$ cat config.mk
export PLATFORM = sky130hd
export DESIGN_NAME = keypad_scan
export DESIGN_NICKNAME = d
export VERILOG_FILES = /design/src/rtl/keypad_scan_pkg.sv /design/src/rtl/key_debounce_cnt.sv /design/src/rtl/keypad_scan.sv
export SDC_FILE = /design/constraint.sdc
export NUM_CORES = 1
export LEC_CHECK = 0
export BUFFER_PORTS_ARGS = -buffer_cell sky130_fd_sc_hd__buf_2
export CAP_MARGIN = 0
export CORE_MARGIN = 3
export CORE_UTILIZATION = 53
export DETAILED_ROUTE_END_ITERATION = 10
export PLACE_DENSITY = 0.86
export SLEW_MARGIN = 10
export SYNTH_ARGS = -nofsm -noshare
export SYNTH_HDL_FRONTEND = slang
export SYNTH_HIERARCHICAL = 1
export SYNTH_SLANG_ARGS = --single-unit
$ cat constraint.sdc
create_clock -name clk -period 2.55 [get_ports clk]
set_input_delay 0 -clock clk [delete_from_list [all_inputs] [get_ports clk]]
set_output_delay 0 -clock clk [all_outputs]
set_load 0.01 [all_outputs]
$ cat src/rtl/keypad_scan_pkg.sv
// Shared keypad definitions: scan FSM states, key-code width and the
// row/column to key-code mapping used by the scanner and the command stage.
package keypad_scan_pkg;

  localparam int KEY_W = 4;

  typedef enum logic [1:0] {
    SCAN,
    PRESS_DB,
    HOLD,
    RELEASE_DB
  } scan_state_t;

  // Lowest active (low) row wins when several rows are pressed together
  function automatic logic [KEY_W-1:0] key_code(input logic [3:0] rows,
                                                input logic [1:0] col_idx);
    logic [1:0] r;
    r = 2'd3;
    for (int i = 3; i >= 0; i--) begin
      if (!rows[i]) r = i[1:0];
    end
    return {r, col_idx};
  endfunction

endpackage

$ cat src/rtl/key_debounce_cnt.sv
// Saturating debounce counter shared by the press and release debounce states;
// term flags that the input has been stable for LIMIT consecutive clocks.
module key_debounce_cnt #(
  parameter int LIMIT = 10000
) (
  input  logic clk,
  input  logic nst,
  input  logic clear,
  input  logic enable,
  output logic term
);

  localparam int W = $clog2(LIMIT);

  logic [W-1:0] count;

  always_ff @(posedge clk) begin
    if (nst || clear) begin
      count <= '0;
    end else if (enable && !term) begin
      count <= count + W'(1);
    end
  end

  assign term = (count == W'(LIMIT - 1));

endmodule

$ cat src/rtl/keypad_scan.sv
// 4x4 matrix keypad scanner: walks a one-cold column drive, debounces presses
// and releases, and reports each accepted key once with a single-clock pulse.
module keypad_scan
  import keypad_scan_pkg::*;
#(
  parameter int SCAN_DIV  = 1000,
  parameter int DB_CYCLES = 10000
) (
  input  logic             clk,
  input  logic             nst,
  input  logic [3:0]       row,
  output logic [3:0]       col,
  output logic [KEY_W-1:0] key_value,
  output logic             key_valid,
  output logic             key_down
);

  localparam int DIV_W = $clog2(SCAN_DIV);

  scan_state_t state, next_state;

  logic [3:0]       rs_meta, rs, cand;
  logic [1:0]       c;
  logic [DIV_W-1:0] div;
  logic             div_term, rows_idle, cand_match;
  logic             db_clear, db_en, db_term;
  logic             accept, release_done, cand_load, col_adv;

  assign div_term   = (div == DIV_W'(SCAN_DIV - 1));
  assign rows_idle  = (rs == 4'hF);
  assign cand_match = (rs == cand);

  key_debounce_cnt #(
    .LIMIT (DB_CYCLES)
  ) u_db_cnt (
    .clk    (clk),
    .nst    (nst),
    .clear  (db_clear),
    .enable (db_en),
    .term   (db_term)
  );

  always_ff @(posedge clk) begin
    if (nst) state <= SCAN;
    else     state <= next_state;
  end

  always_comb begin
    next_state = state;
    case (state)
      SCAN: begin
        if (div_term && !rows_idle) next_state = PRESS_DB;
      end
      PRESS_DB: begin
        if (rows_idle)                  next_state = SCAN;
        else if (cand_match && db_term) next_state = HOLD;
      end
      HOLD: begin
        if (rows_idle) next_state = RELEASE_DB;
      end
      RELEASE_DB: begin
        if (!rows_idle)   next_state = HOLD;
        else if (db_term) next_state = SCAN;
      end
      default: next_state = SCAN;
    endcase
  end

  // Column drive and datapath strobes; col stays frozen outside SCAN
  always_comb begin
    col          = ~(4'b0001 << c);
    db_clear     = 1'b0;
    db_en        = 1'b0;
    accept       = 1'b0;
    release_done = 1'b0;
    cand_load    = 1'b0;
    col_adv      = 1'b0;
    case (state)
      SCAN: begin
        db_clear  = 1'b1;
        cand_load = div_term && !rows_idle;
        col_adv   = div_term && rows_idle;
      end
      PRESS_DB: begin
        if (rows_idle) begin
          db_clear = 1'b1;
        end else if (cand_match) begin
          if (db_term) accept = 1'b1;
          else         db_en  = 1'b1;
        end else begin
          cand_load = 1'b1;
          db_clear  = 1'b1;
        end
      end
      HOLD: begin
        db_clear = 1'b1;
      end
      RELEASE_DB: begin
        if (!rows_idle) begin
          db_clear = 1'b1;
        end else if (db_term) begin
          release_done = 1'b1;
          col_adv      = 1'b1;
          db_clear     = 1'b1;
        end else begin
          db_en = 1'b1;
        end
      end
      default: db_clear = 1'b1;
    endcase
  end

  always_ff @(posedge clk) begin
    if (nst) begin
      rs_meta <= 4'hF;
      rs      <= 4'hF;
    end else begin
      rs_meta <= row;
      rs      <= rs_meta;
    end
  end

  always_ff @(posedge clk) begin
    if (nst) begin
      c         <= 2'd0;
      div       <= '0;
      cand      <= 4'hF;
      key_value <= '0;
      key_valid <= 1'b0;
      key_down  <= 1'b0;
    end else begin
      key_valid <= accept;
      div       <= (state == SCAN && !div_term) ? div + DIV_W'(1) : '0;
      if (col_adv)   c    <= c + 2'd1;
      if (cand_load) cand <= rs;
      if (accept) begin
        key_value <= key_code(cand, c);
        key_down  <= 1'b1;
      end else if (release_done) begin
        key_down <= 1'b0;
      end
    end
  end

endmodule
Yosys cells after proc, flatten, opt, wreduce, memory -nomap -nowiden
Cells that the tools add are included.

word-level totals
  memory bits (writable) = 0
  register bits after elaboration = 46
  bits in latches = 0
  input port bits = 6
  output and inout bits = 10
  memories = 0
  memory bits (read-only) = 0

operators by class
  magnitude comparators = 0
  divide/modulo/power cells = 0
  shifts and indexed selects = 1
  multiply operators = 0
  multiplexer cells = 30
  add/sub/neg operators = 3
  reductions and logical operators = 14
  eq/ne operators = 11
  bitwise gates (word level) = 2

operator list
  kind                   count
  $mux 1                 17
  $mux 2                 8
  $add 14x1->14 const B  1
  $eq 14x14->1 const B   1
  $add 10x1->10 const B  1
  $eq 10x10->1 const B   1
  $pmux 2 s4             1
  $ne 3x3->1 const B     2
  $pmux 1 s2             3
  $logic_and 1x1->1      5
  $eq 2x2->1 const B     2
  $eq 4x4->1             1
  $eq 4x4->1 const B     1
  $ne 2x2->1 const B     2
  $not 4->4              1
  $reduce_and 4->1       1
  $reduce_or 2->1        2
  $shl 1x2->4 const A    1
  $logic_not 1->1        3
  $pmux 1 s3             1
  $add 2x1->2 const B    1
  $eq 2x1->1 const B     1
  $logic_not 2->1        1
  $reduce_bool 2->1      1
  2 further kinds        2

Longest topological paths before layout
  depth in word-level cells = 6
  mapped depth = 9
  gate-level depth less buffers = 9

Hierarchy
The synthesis kept the hierarchy.

by module, submodules not included
  module            area each (um2)  cells an instance  seq. area each (um2)  times used
  keypad_scan       1456.4           156                640.6                 1
  key_debounce_cnt  689.4            78                 280.3                 1

Least setup slack after synthesis
OpenSTA, ideal clock, no wires.

  path kind = register to register
  from = register u_db_cnt.count[0]
  to = register u_db_cnt.count[6]
  buffers on the path = 1
  period minus slack after synthesis = 2.574 ns
  arrival = 2.430 ns
  setup time = 0.144 ns
  slack = -0.024 ns
  stages on the path, launching flop included = 9
  cell sequence = dfxtp_1 ha_1 or4bb_1 nor4_4 o21ai_0 a21boi_0 or2_2 clkbuf_1 nor3_1

on the way
  elaborated cells on any way between the ends = 13

RTL lines
  what                      line                    source
  start: declaration        key_debounce_cnt.sv:15  logic [W-1:0] count;
  start signal: assignment  key_debounce_cnt.sv:21  count <= count + W'(1);
  $eq 14x14->1              key_debounce_cnt.sv:25  assign term = (count == W'(LIMIT - 1));
  via db_term               keypad_scan.sv:26       logic db_clear, db_en, db_term;
  $mux 1                    keypad_scan.sv:101      end else if (db_term) begin
  $mux 1                    keypad_scan.sv:99       if (!rows_idle) begin
  $pmux 1 s3                keypad_scan.sv:78       case (state)
  via db_clear              keypad_scan.sv:26
  $logic_or 1x1->1          key_debounce_cnt.sv:18  if (nst || clear) begin

The timed path passes the listed nets, and every way through them passes these cells.
A chain may end at the register's enable or synchronous reset.

Worst setup path after layout
  from = register u_db_cnt.count[0]
  to = register u_db_cnt.count[8]

The elaborated chain is that of the path after synthesis.

==> results.md <==
- Critical Path Source Type: flop
- Grt ovf: 0
- Final hold vios: 0
- Ratio of cells with drive above 1 in the final layout: about a fifth
- First-pass GRT wire length: roughly 7 mm
- Synth Register Bits: 46
- Skew final: around 0.0034 ns
- Post-layout minimum cycle time: roughly 2.4 ns
- Pwr Density: ~650 nW/um^2
- Fmax: approximately 420 MHz
- Slew @ Worst Pin: between 0.4 and 0.5 ns
- Max Slew Vio Count: 0
- Worst path slowest cell: or4bb_4
- Via count: between 1500 and 2000
- Starting Density: between 50% and 60%
- Crit path kind: reg2reg
- Routed length per instance: approximately 13 microns
- Sequential area share after synthesis: 42.9%
- Total Routing Usage GR: 17.8%
- Internal: 1.17 mW
- Layout area overhead: 16.1%
- Clk buf depth: 2
- Diodes inserted: 0
- Initial antenna violation count: 0
- Clock network power share: about 34%
- Pin count of the biggest net entering global routing: 30
- Fin area: roughly 2500 sq um
- FF/Latch Area: 923 sq um
- Die width: ~70 microns
- Slew HR: just under 70%
- Root buffer cell: clkbuf_8
- CTS Buf Count: 5
- Dpl ws: 0.0789 ns
- Final period util: 94.2%
- Via density: 5.43
- Syn Nets: between 200 and 300
- Non-Filler Instances: approximately 310
- Part of the power in registers: between 40% and 50%
- Drt initial violations: 150
- Placed instance area: approximately 2300 sq um
- Class of the worst hold path: in2reg
- Leakage: 0.956 nW
- WL final: 4.12 mm
- Post-DP HPWL: roughly 2.7 mm
- Footprint of the multi-input gates: between 1000 and 1500 sq um
- Synth top area cells: dfxtp_1, ha_1, nor2_1, xor2_1, xnor2_1
- Fin Hold WS: roughly 0.13 ns
- Core area: 3770 sq um
- CP peak stage delay: 0.51 ns
- Net Sw Frac: between 20% and 30%
- Vias in the first global route: between 1500 and 2000
- RSZ-0062 raised after global routing: false
- CP endpoint kind: flop
- PortBufs: 15
- # H-tree levels: 2
- Max-cap violations: 0
- Rows: 22
- Dpl cells: a little under 300
- Outcome: completed
- Ys Warns: 6
- Logic pwr share: around 18%
- Io pins: 16
- Synth unique cells: 40
- Die Area: 4850 sq um
- Final WS setup: about 0.15 ns
- Die H: approximately 70 microns
- Clock Latency Late Sink: roughly 0.31 ns
- Area share of the largest cell type after synthesis: roughly 43%
- Crit Path Max Fanout: 7
- Setup violators final: 0
- Routed Antenna Nets: 0
- Worst Path Required: between 2 and 3 ns
- Clock Sink Count: 46
- DRC: 0
- CTS tree: done
- Mean Syn Cell Area: 9.17 sq um
- Crit-path cells: ha_2 > or4bb_4 > nor4_4 > o21ai_0 > a21boi_1 > or2_4 > buf_4 > a21oi_1
- Area leader, netlist: dfxtp_1
- Peak supply drop: between 0.3 and 0.4 mV
- CP arrival: roughly 2.6 ns
- Setup TNS: 0 ns
- Clk slew on worst S/H paths: 0.09 ns
- Fill cells: 287
- Sw Pwr: around 450 uW
- Mapped cell area: approximately 2100 sq um
- GP Congestion: between 0.8 and 0.9
- Post-Syn Instances: 234
- Nets: 280
- Initial DRT Pass Iterations: 4
[per-layer routing]
| layer | GRT usage [%] | part of all wire, % | vias to the layer above |
|---|---|---|---|
| li1 | - | - | 873 |
| met1 | 22.6 | 48 | 786 |
| met2 | 27.8 | 46 | 33 |
| met3 | 4.20 | 4.7 | 9 |
| met4 | 10.0 | 1.8 | 0 |
| met5 | 0 | 0 | - |
[cell usage in the layout (no fill, tap or decap), types with 2 or more instances in the layout]
cell type	count
xor2_1	10
nand2_1	14
nand4_1	8
ha_1	9
or3_1	6
a211o_1	3
clkbuf_8	5
inv_1	12
and4_1	2
o21ai_0	5
nor3_1	11
buf_2	15
dfxtp_1	44
nor4_4	2
clkinvlp_4	2
and3_1	4
nor2_1	33
dfxtp_2	2
buf_4	7
mux2i_1	6
a21oi_2	3
dlygate4sd3_1	4
a31oi_1	2
a21oi_1	9
xnor2_1	9
or2_2	8
nand3_1	8
[Yosys cell counts (all sizes together)]
master,instances
and3b,1
or3,6
nand2,14
nand3,9
a211o,3
o31ai,1
nor3b,1
o21ai,6
a31oi,2
xor2,10
o211ai,1
nor4,3
clkbuf,2
inv,12
or4,1
or2,10
nor2,33
a21boi,2
and3,4
a311oi,1
nor2b,1
xnor2,9
or4bb,1
a21o,1
dfxtp,46
ha,10
nand4,9
nor3,11
dlygate4sd1,1
mux2i,6
a21oi,12
nand3b,1
o41ai,2
and4,2
[cell type report]
type / count / share of cell area (%)
clock buffers: 5 / 2.76
inverters: 12 / 1.81
repair buffers: 26 / 6.73
clock inverters: 3 / 1.81
multi-input cells: 173 / 47.4
flip-flops and latches: 46 / 37.1
well taps: 48 / 2.41
[repair_timing]
action | 4_1_cts | 5_1_grt
setup buffers | 0 | 3
pin swaps | 1 | 6
hold endpoints to repair | 4 | 0
gates resized for setup | 0 | 6
endpoints found under the setup margin | 1 | 7
hold buffers | 4 | 0
[final timing paths]
| check | cells past startpoint | endpoint | slack [ns] | start |
|---|---|---|---|---|
| min reg2reg | 1 | rs[1]$_SDFF_PP1_ | 0.41 | rs_meta[1]$_SDFF_PP1_ |
| max | 8 | u_db_cnt/count[8]$_SDFFE_PP0P_ | 0.15 | u_db_cnt/count[0]$_SDFFE_PP0P_ |
| min | 2 | key_value[1]$_SDFFE_PP0P_ | 0.13 | nst |
| max reg2reg | 8 | u_db_cnt/count[8]$_SDFFE_PP0P_ | 0.15 | u_db_cnt/count[0]$_SDFFE_PP0P_ |
[worst max-delay path: cells and delay by family, from the launching register on]
family / cells / cell delay [ns]
adder cells (fa/ha/maj): 1 / 0.21
buffers and inverters: 1 / 0.15
AO/OA/AOI/OAI: 3 / 0.46
flip-flops: 1 / 0.36
AND/OR/NAND/NOR: 3 / 1.11
[cell families (layout without fill, tap and decap cells)]
logic type	count (synthesis)	after routing	share of synthesized area, %
mux	6	6	2.80
fa+ha+maj	10	10	5.83
compound gates	31	31	10.3
xor+xnor	19	19	7.76
simple gates	107	107	27.6
buf+inv	15	46	2.86
flops	46	46	42.9
[state kept, by name, summed over array words and instances (netlist names), named ones only]
name,count
state,1
cand,4
key_down,1
key_valid,1
c,2
u_db_cnt/count,14
rs,4
div,10
rs_meta,4
key_value,4
[power groups by stage]
| stage | Sequential, mW | Clock, mW | Combinational, mW |
|---|---|---|---|
| global route | 0.795 | 0.591 | 0.321 |
| global placement | 0.805 | 0 | 0.247 |
| CTS | 0.789 | 0.555 | 0.263 |
| finish | 0.789 | 0.543 | 0.285 |
| detailed placement | 0.805 | 0 | 0.250 |
| floorplan | 0.798 | 0 | 0.199 |
[per-stage QoR]
step	power, mW	util [%]
5_1_grt	1.71	66.1
2_1_floorplan	0.997	-
3_3_place_gp	1.05	60.9
6_report	1.62	66.1
3_5_place_dp	1.06	60.9
4_1_cts	1.61	65.0
Power figures use the tool's default switching activity.
